[config.mk]
export PLATFORM = sky130hd
export DESIGN_NAME = package_sorter_n
export DESIGN_NICKNAME = d
export VERILOG_FILES = /design/src/rtl/package_sorter_n.sv
export SDC_FILE = /design/constraint.sdc
export NUM_CORES = 1
export LEC_CHECK = 0
export BUFFER_PORTS_ARGS = -buffer_cell sky130_fd_sc_hd__buf_4
export CAP_MARGIN = 25
export CELL_PAD_IN_SITES_DETAIL_PLACEMENT = 1
export CELL_PAD_IN_SITES_GLOBAL_PLACEMENT = 2
export CORE_MARGIN = 5
export CORE_UTILIZATION = 36
export DETAILED_ROUTE_END_ITERATION = 16
export PLACE_DENSITY_LB_ADDON = 0.1
export SLEW_MARGIN = 10
export SYNTH_ARGS = -nofsm -noshare
export SYNTH_HDL_FRONTEND = slang
export SYNTH_SLANG_ARGS = --single-unit
[constraint.sdc]
create_clock -name CLK -period 2.9 [get_ports CLK]
set_input_delay 0.435 -clock CLK [delete_from_list [all_inputs] [get_ports CLK]]
set_output_delay 0.435 -clock CLK [all_outputs]
set_load 0.005 [all_outputs]
[src/rtl/package_sorter_n.sv]
// Package sorter: classifies each arriving weight into one of NUM_GRP groups
// against programmable bounds and keeps saturating per-group and total counts.
module package_sorter_n #(
    parameter int WEIGHT_W = 12,
    parameter int COUNT_W  = 8,
    parameter int NUM_GRP  = 6,
    parameter int GRP_W    = $clog2(NUM_GRP + 1),
    parameter int TOTAL_W  = 16,
    parameter logic [(NUM_GRP-1)*WEIGHT_W-1:0] THRESH_INIT =
        {12'd2000, 12'd1000, 12'd800, 12'd500, 12'd200}
) (
    input  logic                       CLK,
    input  logic                       reset,
    input  logic [WEIGHT_W-1:0]        weight,
    input  logic                       cfg_we,
    input  logic [GRP_W-1:0]           cfg_addr,
    input  logic [WEIGHT_W-1:0]        cfg_data,
    input  logic                       clr_we,
    input  logic [GRP_W-1:0]           clr_grp,
    output logic [GRP_W-1:0]           current_grp,
    output logic [NUM_GRP*COUNT_W-1:0] grp_count,
    output logic [NUM_GRP-1:0]         grp_sat,
    output logic [TOTAL_W-1:0]         total_count,
    output logic                       new_pkg
);

    logic [WEIGHT_W-1:0] thr [NUM_GRP-1];
    logic [COUNT_W-1:0]  cnt [NUM_GRP];
    logic [COUNT_W-1:0]  cnt_nxt [NUM_GRP];
    logic [NUM_GRP-1:0]  sat_nxt;
    logic [GRP_W-1:0]    grp;
    logic                prev_zero;
    logic                arrival;

    // Walk from the top bound down so the smallest matching index wins.
    always_comb begin
        grp = GRP_W'(NUM_GRP);
        for (int i = NUM_GRP - 2; i >= 0; i--) begin
            if (weight <= thr[i]) grp = GRP_W'(i + 1);
        end
        if (weight == '0) grp = '0;
    end

    assign arrival = (weight != '0) && prev_zero;

    // Clear is applied before the increment so a collision ends at 1.
    always_comb begin
        for (int g = 0; g < NUM_GRP; g++) begin
            cnt_nxt[g] = cnt[g];
            sat_nxt[g] = grp_sat[g];
            if (clr_we && clr_grp == GRP_W'(g + 1)) begin
                cnt_nxt[g] = '0;
                sat_nxt[g] = 1'b0;
            end
            if (arrival && grp == GRP_W'(g + 1)) begin
                if (&cnt_nxt[g]) sat_nxt[g] = 1'b1;
                else             cnt_nxt[g] = cnt_nxt[g] + COUNT_W'(1);
            end
        end
    end

    always_ff @(posedge CLK) begin
        if (!reset) begin
            for (int i = 0; i < NUM_GRP - 1; i++) begin
                thr[i] <= THRESH_INIT[i*WEIGHT_W +: WEIGHT_W];
            end
            for (int g = 0; g < NUM_GRP; g++) begin
                cnt[g] <= '0;
            end
            grp_sat     <= '0;
            total_count <= '0;
            current_grp <= '0;
            new_pkg     <= 1'b0;
            prev_zero   <= 1'b1;
        end else begin
            for (int i = 0; i < NUM_GRP - 1; i++) begin
                if (cfg_we && cfg_addr == GRP_W'(i)) thr[i] <= cfg_data;
            end
            for (int g = 0; g < NUM_GRP; g++) begin
                cnt[g] <= cnt_nxt[g];
            end
            grp_sat     <= sat_nxt;
            current_grp <= grp;
            new_pkg     <= arrival;
            prev_zero   <= (weight == '0);
            if (arrival) total_count <= total_count + TOTAL_W'(1);
        end
    end

    for (genvar g = 0; g < NUM_GRP; g++) begin : g_flat
        assign grp_count[g*COUNT_W +: COUNT_W] = cnt[g];
    end

endmodule

Word-level counts from Yosys, hierarchy flattened

Memories as Yosys holds them, arrays and structs flattened.
Cells that the tools add are included.

$add $sub $neg: 7
$lt $le $gt $ge: 5
Equal/unequal tests: 16
Multiplexer cells: 70
Bitwise gates (word level): 11
Reduce and logical (&&, ||, !) cells: 27

Operator list:

| kind                                                | count |
|---|---|
| two-way mux 8 bit                                   | 24 |
| <= comparator 12 bit                                | 5 |
| two-way mux 12 bit                                  | 5 |
| adder 8 x 1 -> 8 bit, second input constant         | 6 |
| AND reduction 8 bit                                 | 6 |
| two-way mux 1 bit                                   | 35 |
| equality test 3 bit, second input constant          | 7 |
| equality test 3 x 2 -> 1 bit, second input constant | 6 |
| logical AND 1 bit                                   | 18 |
| adder 16 x 1 -> 16 bit, second input constant       | 1 |
| two-way mux 3 bit                                   | 5 |
| logical NOT 12 bit                                  | 1 |
| nonzero test 12 bit                                 | 1 |
| bitwise OR 1 bit                                    | 11 |
| equality test 3 x 1 -> 1 bit, second input constant | 3 |
| logical NOT 3 bit                                   | 1 |
| two-way mux 2 bit                                   | 1 |

Bits in registers: 27
Bits in writable memories: 108
Bits of input ports: 34
Output and inout port bits: 74
Logic and storage cells: 143
Memories kept: 2

Memories:

| memory | depth | width | read ports | clocked after memory_dff | write ports | line | RTL |
|---|---|---|---|---|---|---|---|
| thr    | 5     | 12    | 5          | 0                        | 5           | 27   | `logic [WEIGHT_W-1:0] thr [NUM_GRP-1];` |
| cnt    | 6     | 8     | 6          | 0                        | 6           | 28   | `logic [COUNT_W-1:0] cnt [NUM_GRP];` |

Longest topological paths before layout

Gate-level depths: netlist of run 1.
An unclocked memory read counts as a cell.

Depth after elaboration: 12
Mapped depth: 11
Gate-level depth less buffers: 9

Worst setup path after synthesis of run 1

OpenSTA, ideal clock, no wires.

Path kind: input-to-reg
Start point: input weight[1]
End point: memory cnt[2][4]
Library setup time: 0.070 ns
Data arrival time: 2.409 ns
Data required time: 2.830 ns
Slack: 0.421 ns
Stages: 8
Buffers on the path: 0
Cells stage by stage: ha_1 -> nor2b_4 -> o211ai_2 -> a21oi_2 -> o31a_1 -> or4_4 -> or3_1 -> a21oi_1

RTL lines:

| what               | line | RTL |
|---|---|---|
| start: declaration | 14   | `input logic [WEIGHT_W-1:0] weight,` |
| end: declaration   | 28   |  |

==> flow_metrics.tcl, run 1 <==
set metrics [dict create \
    leakage_nw 3.91 \
    port_buffers 107 \
    final_area_um2 9280 \
    hold_buffers 0 \
    chipHeight_um 153 \
    route.detailed.drc 0 \
    yosys.area.top_type "edfxtp_1" \
    drtIter0Drc 197 \
    cts_inserted_buffers 17 \
    vdd_drop_max_mv 0.389 \
    dp_hpwl_um 17200 \
    tightest_slew_ps 783 \
    rsz0062_at_grt "false" \
    clk_pin_slew_ps 60 \
    crit_type "reg2reg" \
    grt-busiest-layer "met2" \
    yosysTopAreaCellShare 0.245 \
    start_util 0.364 \
    yosys-top-cells-count "dfxtp_1, nand2_1, ha_1, edfxtp_1, inv_1" \
    clock_latency_ps 430 \
    coreArea_um2 20200 \
    grt_max_degree 36 \
    reg2reg_from "thr[0][37]" \
    cts-htree-levels 4 \
    finalSetupTns_ps 0 \
    yosysMostFrequentCell "dfxtp_1" \
    synthAdderAreaFrac 0.114 \
    cpMaxStageDelayCell "o31ai_1" \
    viasPerCell 5.31 \
    yosysSeqAreaShare 0.450 \
    critPathBufInv 1 \
    die_w_um 153 \
    ys_ff_latch 135 \
    fmaxAchievable_ghz 0.369 \
    cts_tree "done" \
    hold_class "in2reg" \
    reg2reg_slack_ps 190 \
    crit_arrival_ps 3070 \
    cp_top_family "simple AND/OR/NAND/NOR gates" \
    grt_pass1_wl_um 36900 \
    setup_ws_ps 188 \
    synth_xor_area_frac 0.0250 \
    cts_buffer_depth 2 \
    synthSimpleGateAreaFrac 0.220 \
    hold_path_depth 2 \
    area_delta_synth_final_pct 26.4 \
    ant_nets 0 \
    grt_util_met3 0.0385 \
    synth_enable_flop_cells 60 \
    clkSinkCount 135 \
    synthCells 763 \
    nNetsFinal 1001 \
    ys_types 59 \
    synth-main-ff-cell "dfxtp_1" \
    fin_crit_ps 2710 \
    cap_violations 0 \
    vias 6287 \
    die_area_um2 23400 \
    cts_resized 0 \
    synthesis.nets 864 \
    synth_area_leaders "edfxtp_1, dfxtp_1, ha_1" \
    hold_slack_ps 278 \
    place_inst 1151 \
    finalCritPeriodShare 0.935 \
    slew_violations 0 \
    cts-root-buf "clkbuf_16" \
    relSlewSlack 0.478 \
    ys_async_sr_fraction 0 \
    wirelength_um 22500 \
    worstPathCellList "inv_1, ha_1, nor2b_1, o211ai_1, a21oi_1, o31ai_1, nand4_1, nor4b_1, mux2i_1" \
    power.total_mw 5.07 \
    grt_use_met2 0.334 \
    synth_top_family_by_area "simple AND/OR/NAND/NOR gates" \
    finClkSkew_ps 15.0 \
    status "complete, no violations" \
    min_to "thr[0][14]" \
    path_max_fanout 4 \
    finalSetupViolCount 0 \
    avgSynthCellArea_um2 9.62 \
    placed_area_um2 8670 \
    synth_area_um2 7340 \
    diodes 0 \
    synth-compound-area-share 0.135 \
    grt.total_usage 0.195 \
    place_ws_ps -57.6 \
    layout-drive-gt1-share 0.216 \
    muxShareOfSynthArea 0.0138 \
    firstDrtPassIters 5 \
    use_met1 0.249 \
    rr_endpoint "cnt[3][5]" \
    critPathRequiredTime_ps 3250 \
    overflow 0 \
    r2r_cells 9 \
    ioPinCount 108 \
    final_cell_count_no_fill 1183 \
    postCtsSetupRepairBufs 0 \
    grt_pass1_vias 6882 \
    startpoint_type "flip-flop" \
    gp_congestion 0.816 \
    routedWlPerCell_um 19.1 \
    fin_util 0.460 \
    ys_warn_count 0 \
    antenna_found_initial 0 \
    min_from "cfg_data[2]" \
    max_stage_delay_ps 560 \
    critPathCaptureType "flip-flop" \
    rows 52 \
    hold_viol 0 \
    power_density_nw_per_um2 546 \
]
kinds of logic after synthesis:
group / after synthesis
muxes: 10
and+or+nand+nor: 304
xor gates and xnor gates: 21
buffers and inverters: 80
AOI/OAI and AO/OA: 146
DFF: 135
adders and majority gates: 67
routing by layer:
metal	share of wire	routed length, µm
met1	0.47	10500
met3	0.033	755
met4	0.015	349
met5	0	0
met2	0.49	11000
placed cells by master (no fill, tap or decap), types with 4 or more instances in the layout:
cell       Yosys  routed
buf_4          0     136
dfxtp_1       75      75
nand2_1       71      71
ha_1          67      67
inv_1         60      60
edfxtp_1      60      60
a21oi_1       54      54
nor2_1        50      50
nand4_1       33      33
and2_1        32      32
nand3_1       31      31
o21ai_0       22      22
clkbuf_16      0      18
nand2b_1      13      13
nor3_1        13      13
xnor2_1       13      13
and3_1        12      12
a31o_2        11      11
nor4_1        12      10
o211ai_1       9       9
o31a_1         9       9
mux2i_1        9       9
xor2_1         8       8
nor2b_1        7       7
or3_1          6       6
o31ai_1        5       5
nor3b_1        5       5
nand4bb_1      4       4
a21o_1         4       4
a211oi_1       4       4
and4_1         4       4
inv_4          0       4
registers in the layout, summed over array words and instances, names as in the netlist:
signal,count
cnt,48
new_pkg,1
total_count,16
current_grp,3
prev_zero,1
grp_sat,6
thr,60
final cells by class:
| cell class | count | area (µm²) |
|---|---|---|
| Clock buffer | 20 | 478 |
| Clock inverter | 12 | 135 |
| Fill cell | 2334 | 10900 |
| Sequential cell | 135 | 3300 |
| Multi-Input combinational cell | 548 | 3740 |
| Timing Repair Buffer | 138 | 1060 |
| Inverter | 60 | 225 |
| Tap cell | 270 | 338 |
power breakdown:
group	switching (mW)	total, mW	leakage, nW	internal, mW
combinational	0.420	0.694	2.41	0.274
sequential	0.0344	2.11	1.19	2.07
clock	0.888	2.26	0.300	1.37
worst max-delay path by stage:
stage / start / endpoint / slack (ps) / cells after the start
floorplan: weight[1] / cnt[2][4] / 420 / 8
global placement: weight[1] / cnt[3][5] / 20 / 9
detailed placement: weight[1] / cnt[3][5] / -60 / 9
CTS: thr[0][37] / cnt[3][5] / 160 / 9
global route: thr[0][47] / cnt[3][5] / 30 / 8
finish: thr[0][37] / cnt[3][5] / 190 / 9
Power figures use the tool's default switching activity.
==> run 2: changes to the inputs <==
REMOVE_ABC_BUFFERS = 1   (was default)
==> run 2 against run 1 <==
Global-route usage shrank 1.2 points; critical path depth grew 2; sequential power is essentially flat; routed wire length is 6.3% lower; first-iteration DRC count up 49%; core utilization increased by 0.099 points; hold slack better by 11 ps; maximum frequency rose by 0.33%; clock skew fell by 4.4 ps.
==> flow_metrics.tcl, run 2 (synthesis results as in run 1) <==
set metrics [dict create \
    status "complete, no violations" \
    power_density_nw_per_um2 542 \
    grt_max_degree 43 \
    vdd_drop_max_mv 0.430 \
    route.detailed.drc 0 \
    fmaxAchievable_ghz 0.370 \
    layout-drive-gt1-share 0.218 \
    coreArea_um2 20200 \
    postCtsSetupRepairBufs 0 \
    diodes 0 \
    hold_viol 0 \
    leakage_nw 3.92 \
    nNetsFinal 1004 \
    crit_arrival_ps 3030 \
    clock_latency_ps 420 \
    clkSinkCount 135 \
    hold_buffers 0 \
    hold_class "in2reg" \
    cts_inserted_buffers 17 \
    routedWlPerCell_um 17.8 \
    largest_register "thr" \
    final_area_um2 9300 \
    port_buffers 107 \
    grt_pass1_wl_um 34700 \
    register_area_um2 3300 \
    vias 6226 \
    antenna_found_initial 0 \
    relSlewSlack 0.477 \
    critPathRequiredTime_ps 3230 \
    place_inst 1154 \
    rsz0062_at_grt "true" \
    overflow 0 \
    finalCritPeriodShare 0.932 \
    final_cell_count_no_fill 1186 \
    cts_tree "done" \
    ant_nets 0 \
    wirelength_um 21100 \
    die_w_um 153 \
    cts_buffer_depth 2 \
    multi_input_area_um2 3750 \
    final_common_cell "buf_4" \
    tightest_slew_ps 778 \
    die_area_um2 23400 \
    reg.largest.list "thr (60), cnt (48), total_count (16)" \
    reg2reg_slack_ps 200 \
    cts-root-buf "clkbuf_16" \
    cap_violations 0 \
    path_max_fanout 29 \
    reg2reg_from "thr[0][5]" \
    largest_reg_flops 60 \
    grt.total_usage 0.183 \
    slew_violations 0 \
    crit_start "thr[0][5]" \
    dp_hpwl_um 16600 \
    chipHeight_um 153 \
    crit_type "reg2reg" \
    cts-htree-levels 4 \
    finalSetupViolCount 0 \
    gp_congestion 0.831 \
    firstDrtPassIters 4 \
    fin_crit_ps 2700 \
    startpoint_type "flip-flop" \
    nFillCells 2312 \
    rows 52 \
    area_delta_synth_final_pct 26.6 \
    drtIter0Drc 294 \
    finClkSkew_ps 10.5 \
    start_util 0.364 \
    grt_pass1_vias 6672 \
    placed_area_um2 8680 \
    ioPinCount 108 \
    final_cell_mix "buf_4, dfxtp_1, nand2_1" \
    clk_pin_slew_ps 60 \
    viasPerCell 5.25 \
    critPathCaptureType "flip-flop" \
    min_from "cfg_data[10]" \
]
## run 2: cell types whose count changed in the layout (fill, tap and decap cells not counted), moves of 2 or more
cell / previous run / this run
clkinvlp_4: 2 / 0
inv_4: 4 / 1
clkinv_4: 1 / 3
buf_4: 136 / 140
clkinv_2: 0 / 4
clkbuf_8: 2 / 0
## run 2: power breakdown
group	switching, mW	internal (mW)	leakage [nW]	total (mW)
clock network	0.865	1.38	0.308	2.24
registers	0.0321	2.07	1.19	2.11
logic	0.417	0.278	2.42	0.695
total	1.31	3.73	3.92	5.04
## run 2: path summary, 6_finish.rpt
| kind | cells after the start | end |
|---|---|---|
| max reg2reg | 11 | cnt[4][7] |
| min reg2reg | 2 | grp_sat[5] |
| min | 2 | thr[0][58] |
| max | 11 | cnt[4][7] |
## run 2: critical path, stage by stage (launching register included)
cell and delay [ps]:
edfxtp_1 370, inv_1 60, ha_1 240, a21o_1 190, a21o_1 210, a211o_1 370
o211ai_4 240, buf_4 230, nor4_2 90, buf_12 210, and2_1 170, a221oi_2 230
## run 2: area by class of cell
class                           count  area share
Timing Repair Buffer              141       0.115
Multi-Input combinational cell    548       0.403
Sequential cell                   135       0.355
Clock buffer                       19      0.0511
Clock inverter                     13      0.0149
Inverter                           60      0.0242
Tap cell                          270      0.0363
## run 2: per-layer routing
metal	GRT usage	vias up	part of all wire
li1	-	3071	-
met1	0.225	3039	0.44
met2	0.332	98	0.51
met3	0.0308	18	0.035
met4	0.0505	0	0.014
met5	0	-	0
## run 2: stage by stage
step	hold slack, ps	util	total power [mW]	setup TNS, ps	setup slack [ps]
CTS	269	0.461	5.11	0	177
floorplan	460	-	2.52	-18940	-1220
finish	289	0.461	5.04	0	197
detailed placement	492	0.430	2.84	-1220	-245
global placement	477	0.430	2.80	-346	-107
global route	289	0.461	5.28	-53.0	-38.7
## run 2: timing repair
| action | 4_1_cts | 5_1_grt |
|---|---|---|
| endpoints found under the setup margin | 1 | 2 |
| resized for setup | 1 | 0 |
| hold endpoints to repair | 0 | 0 |
| cloned | 0 | 0 |
==> run 3: changes to the inputs <==
ABC_AREA = 1   (was default)
ABC_CLOCK_PERIOD_IN_PS = 2900   (was default)
CORE_UTILIZATION = 34   (was 36)
==> run 3 against run 2 <==
Global-route usage decreased by 0.56 points; die area grew 13%; flip-flop and latch count did not move; largest cell class unchanged.
==> flow_metrics.tcl, run 3 <==
set metrics [dict create \
    final_cell_mix "nand2_1, inv_1, buf_4" \
    reg2reg_slack_ps 490 \
    hold_path_depth 3 \
    r2r_cells 13 \
    grt_pass1_wl_um 37500 \
    path_max_fanout 10 \
    yosysTopAreaCellShare 0.228 \
    critPathRequiredTime_ps 3240 \
    port_buffers 107 \
    route.detailed.drc 0 \
    clk_pin_slew_ps 60 \
    die_area_um2 26400 \
    setup_ws_ps 491 \
    ys_async_sr_fraction 0 \
    nFillCells 2806 \
    tightest_slew_ps 699 \
    cap_violations 0 \
    yosys-top-cells-count "nand2_1, inv_1, nor2_1, dfxtp_1, a21oi_1" \
    placed_area_um2 9170 \
    die_w_um 163 \
    postCtsSetupRepairBufs 0 \
    cts_resized 0 \
    vias 6985 \
    relSlewSlack 0.533 \
    synth_enable_flop_cells 60 \
    final_area_um2 9760 \
    ioPinCount 108 \
    synth_area_um2 7910 \
    ys_types 43 \
    reg.largest.list "thr (60), cnt (48), total_count (16)" \
    reg2reg_from "thr[0][35]" \
    overflow 0 \
    setup.worst_path.end "cnt[3][2]" \
    startpoint_type "flip-flop" \
    dp_hpwl_um 17400 \
    grt.total_usage 0.178 \
    ant_nets 0 \
    final_common_cell "nand2_1" \
    cts-root-buf "clkbuf_16" \
    place_ws_ps 260 \
    antenna_found_initial 0 \
    avgSynthCellArea_um2 7.71 \
    rsz0062_at_grt "false" \
    wirelength_um 22600 \
    finalSetupTns_ps 0 \
    drtIter0Drc 217 \
    yosys.area.top_type "edfxtp_1" \
    coreArea_um2 22800 \
    vdd_drop_max_mv 0.327 \
    largest_reg_flops 60 \
    grt_max_degree 29 \
    crit_type "reg2reg" \
    start_util 0.347 \
    hold_buffers 0 \
    chipHeight_um 163 \
    gp_congestion 0.771 \
    synthCells 1027 \
    cts-htree-levels 4 \
    finalSetupViolCount 0 \
    cts_inserted_buffers 17 \
    grt_pass1_vias 7329 \
    power_density_nw_per_um2 510 \
    yosysMostFrequentCell "nand2_1" \
    layout-drive-gt1-share 0.167 \
    fin_crit_ps 2410 \
    viasPerCell 4.72 \
    yosysSeqAreaShare 0.417 \
    cts_buffer_depth 2 \
    critPathCaptureType "flip-flop" \
    nNetsFinal 1255 \
    area_delta_synth_final_pct 23.3 \
    firstDrtPassIters 4 \
    hold_class "in2reg" \
    rows 55 \
    routedWlPerCell_um 15.3 \
    ys_ff_latch 135 \
    clock_latency_ps 420 \
    crit_arrival_ps 2750 \
    synth_area_leaders "edfxtp_1, dfxtp_1, nand2_1" \
    cts_tree "done" \
    leakage_nw 4.69 \
    finClkSkew_ps 11.0 \
    clkSinkCount 135 \
    fmaxAchievable_ghz 0.415 \
    slew_violations 0 \
    hold_viol 0 \
    ys_warn_count 0 \
    rr_endpoint "cnt[3][2]" \
    crit_start "thr[0][35]" \
    synth-main-ff-cell "dfxtp_1" \
    finalCritPeriodShare 0.831 \
    diodes 0 \
    largest_register "thr" \
    status "complete, no violations" \
    power.total_mw 4.98 \
]
## run 3: changes by cell type in the layout (fill, tap and decap cells not counted), moves of 13 or more
cell and change:
a21oi_1 +20, and2_1 -29, buf_4 -19, inv_1 +116, nand2_1 +169, nand2b_1 -13, nand3_1 +36, nand4_1 -18
nor2_1 +42, o21ai_0 +19
## run 3: per-layer routing
layer | part of all wire | GRT usage | wire length (µm)
met1 | 0.48 | 0.234 | 10700
met2 | 0.47 | 0.301 | 10600
met3 | 0.042 | 0.0359 | 959
met4 | 0.011 | 0.0423 | 239
met5 | 0 | 0 | 0
## run 3: worst min path at each step
| stage | start | endpoint | slack [ps] |
|---|---|---|---|
| finish | cfg_data[2] | thr[0][14] | 300 |
| global route | cfg_data[10] | thr[0][58] | 300 |
| CTS | cfg_data[2] | thr[0][14] | 280 |
| detailed placement | grp_sat[3] | grp_sat[3] | 460 |
| global placement | grp_sat[2] | grp_sat[2] | 460 |
| floorplan | grp_sat[4] | grp_sat[4] | 460 |
## run 3: cell type report
cell class / count / area (µm²) / share of cell area
flip-flops and latches: 135 / 3300 / 0.339
clock buffers: 19 / 433 / 0.0444
inverters: 183 / 687 / 0.0704
repair buffers: 121 / 908 / 0.0931
multi-input cells: 696 / 3880 / 0.397
well taps: 313 / 392 / 0.0401
clock inverters: 13 / 156 / 0.0160
## run 3: logic make-up (layout without fill, tap and decap cells)
logic type	Yosys count	count (layout)	synth area share
xor gates and xnor gates	15	15	0.0166
and+or+nand+nor	481	481	0.277
AOI/OAI and AO/OA	133	133	0.0896
DFF	135	135	0.417
buffers and inverters	196	336	0.0934
adders and majority gates	67	67	0.106
## run 3: per-stage QoR
stage	instances	hold slack (ps)	utilization
after floorplan	1014	461	-
after global placement	1448	457	0.403
after detailed placement	1448	463	0.403
after CTS	1480	283	0.428
after global routing	1480	297	0.428
final	1480	300	0.428
## run 3: critical path, cell delays in order (launching register included)
cell and delay (ps):
edfxtp_1 330, inv_1 50, ha_1 300, nand2_1 80, nor2_1 210, and2_1 190
nand4_1 100, nand2_2 190, inv_1 60, nand2_1 100, nand2_1 280, nand2_4 240
nand2_1 70, a21oi_1 140
## run 3: where the power goes
group	internal (mW)	leakage, nW	switching [mW]	total (mW)
clock network	1.35	0.278	0.856	2.20
logic	0.232	3.22	0.428	0.661
registers	2.08	1.19	0.0340	2.12
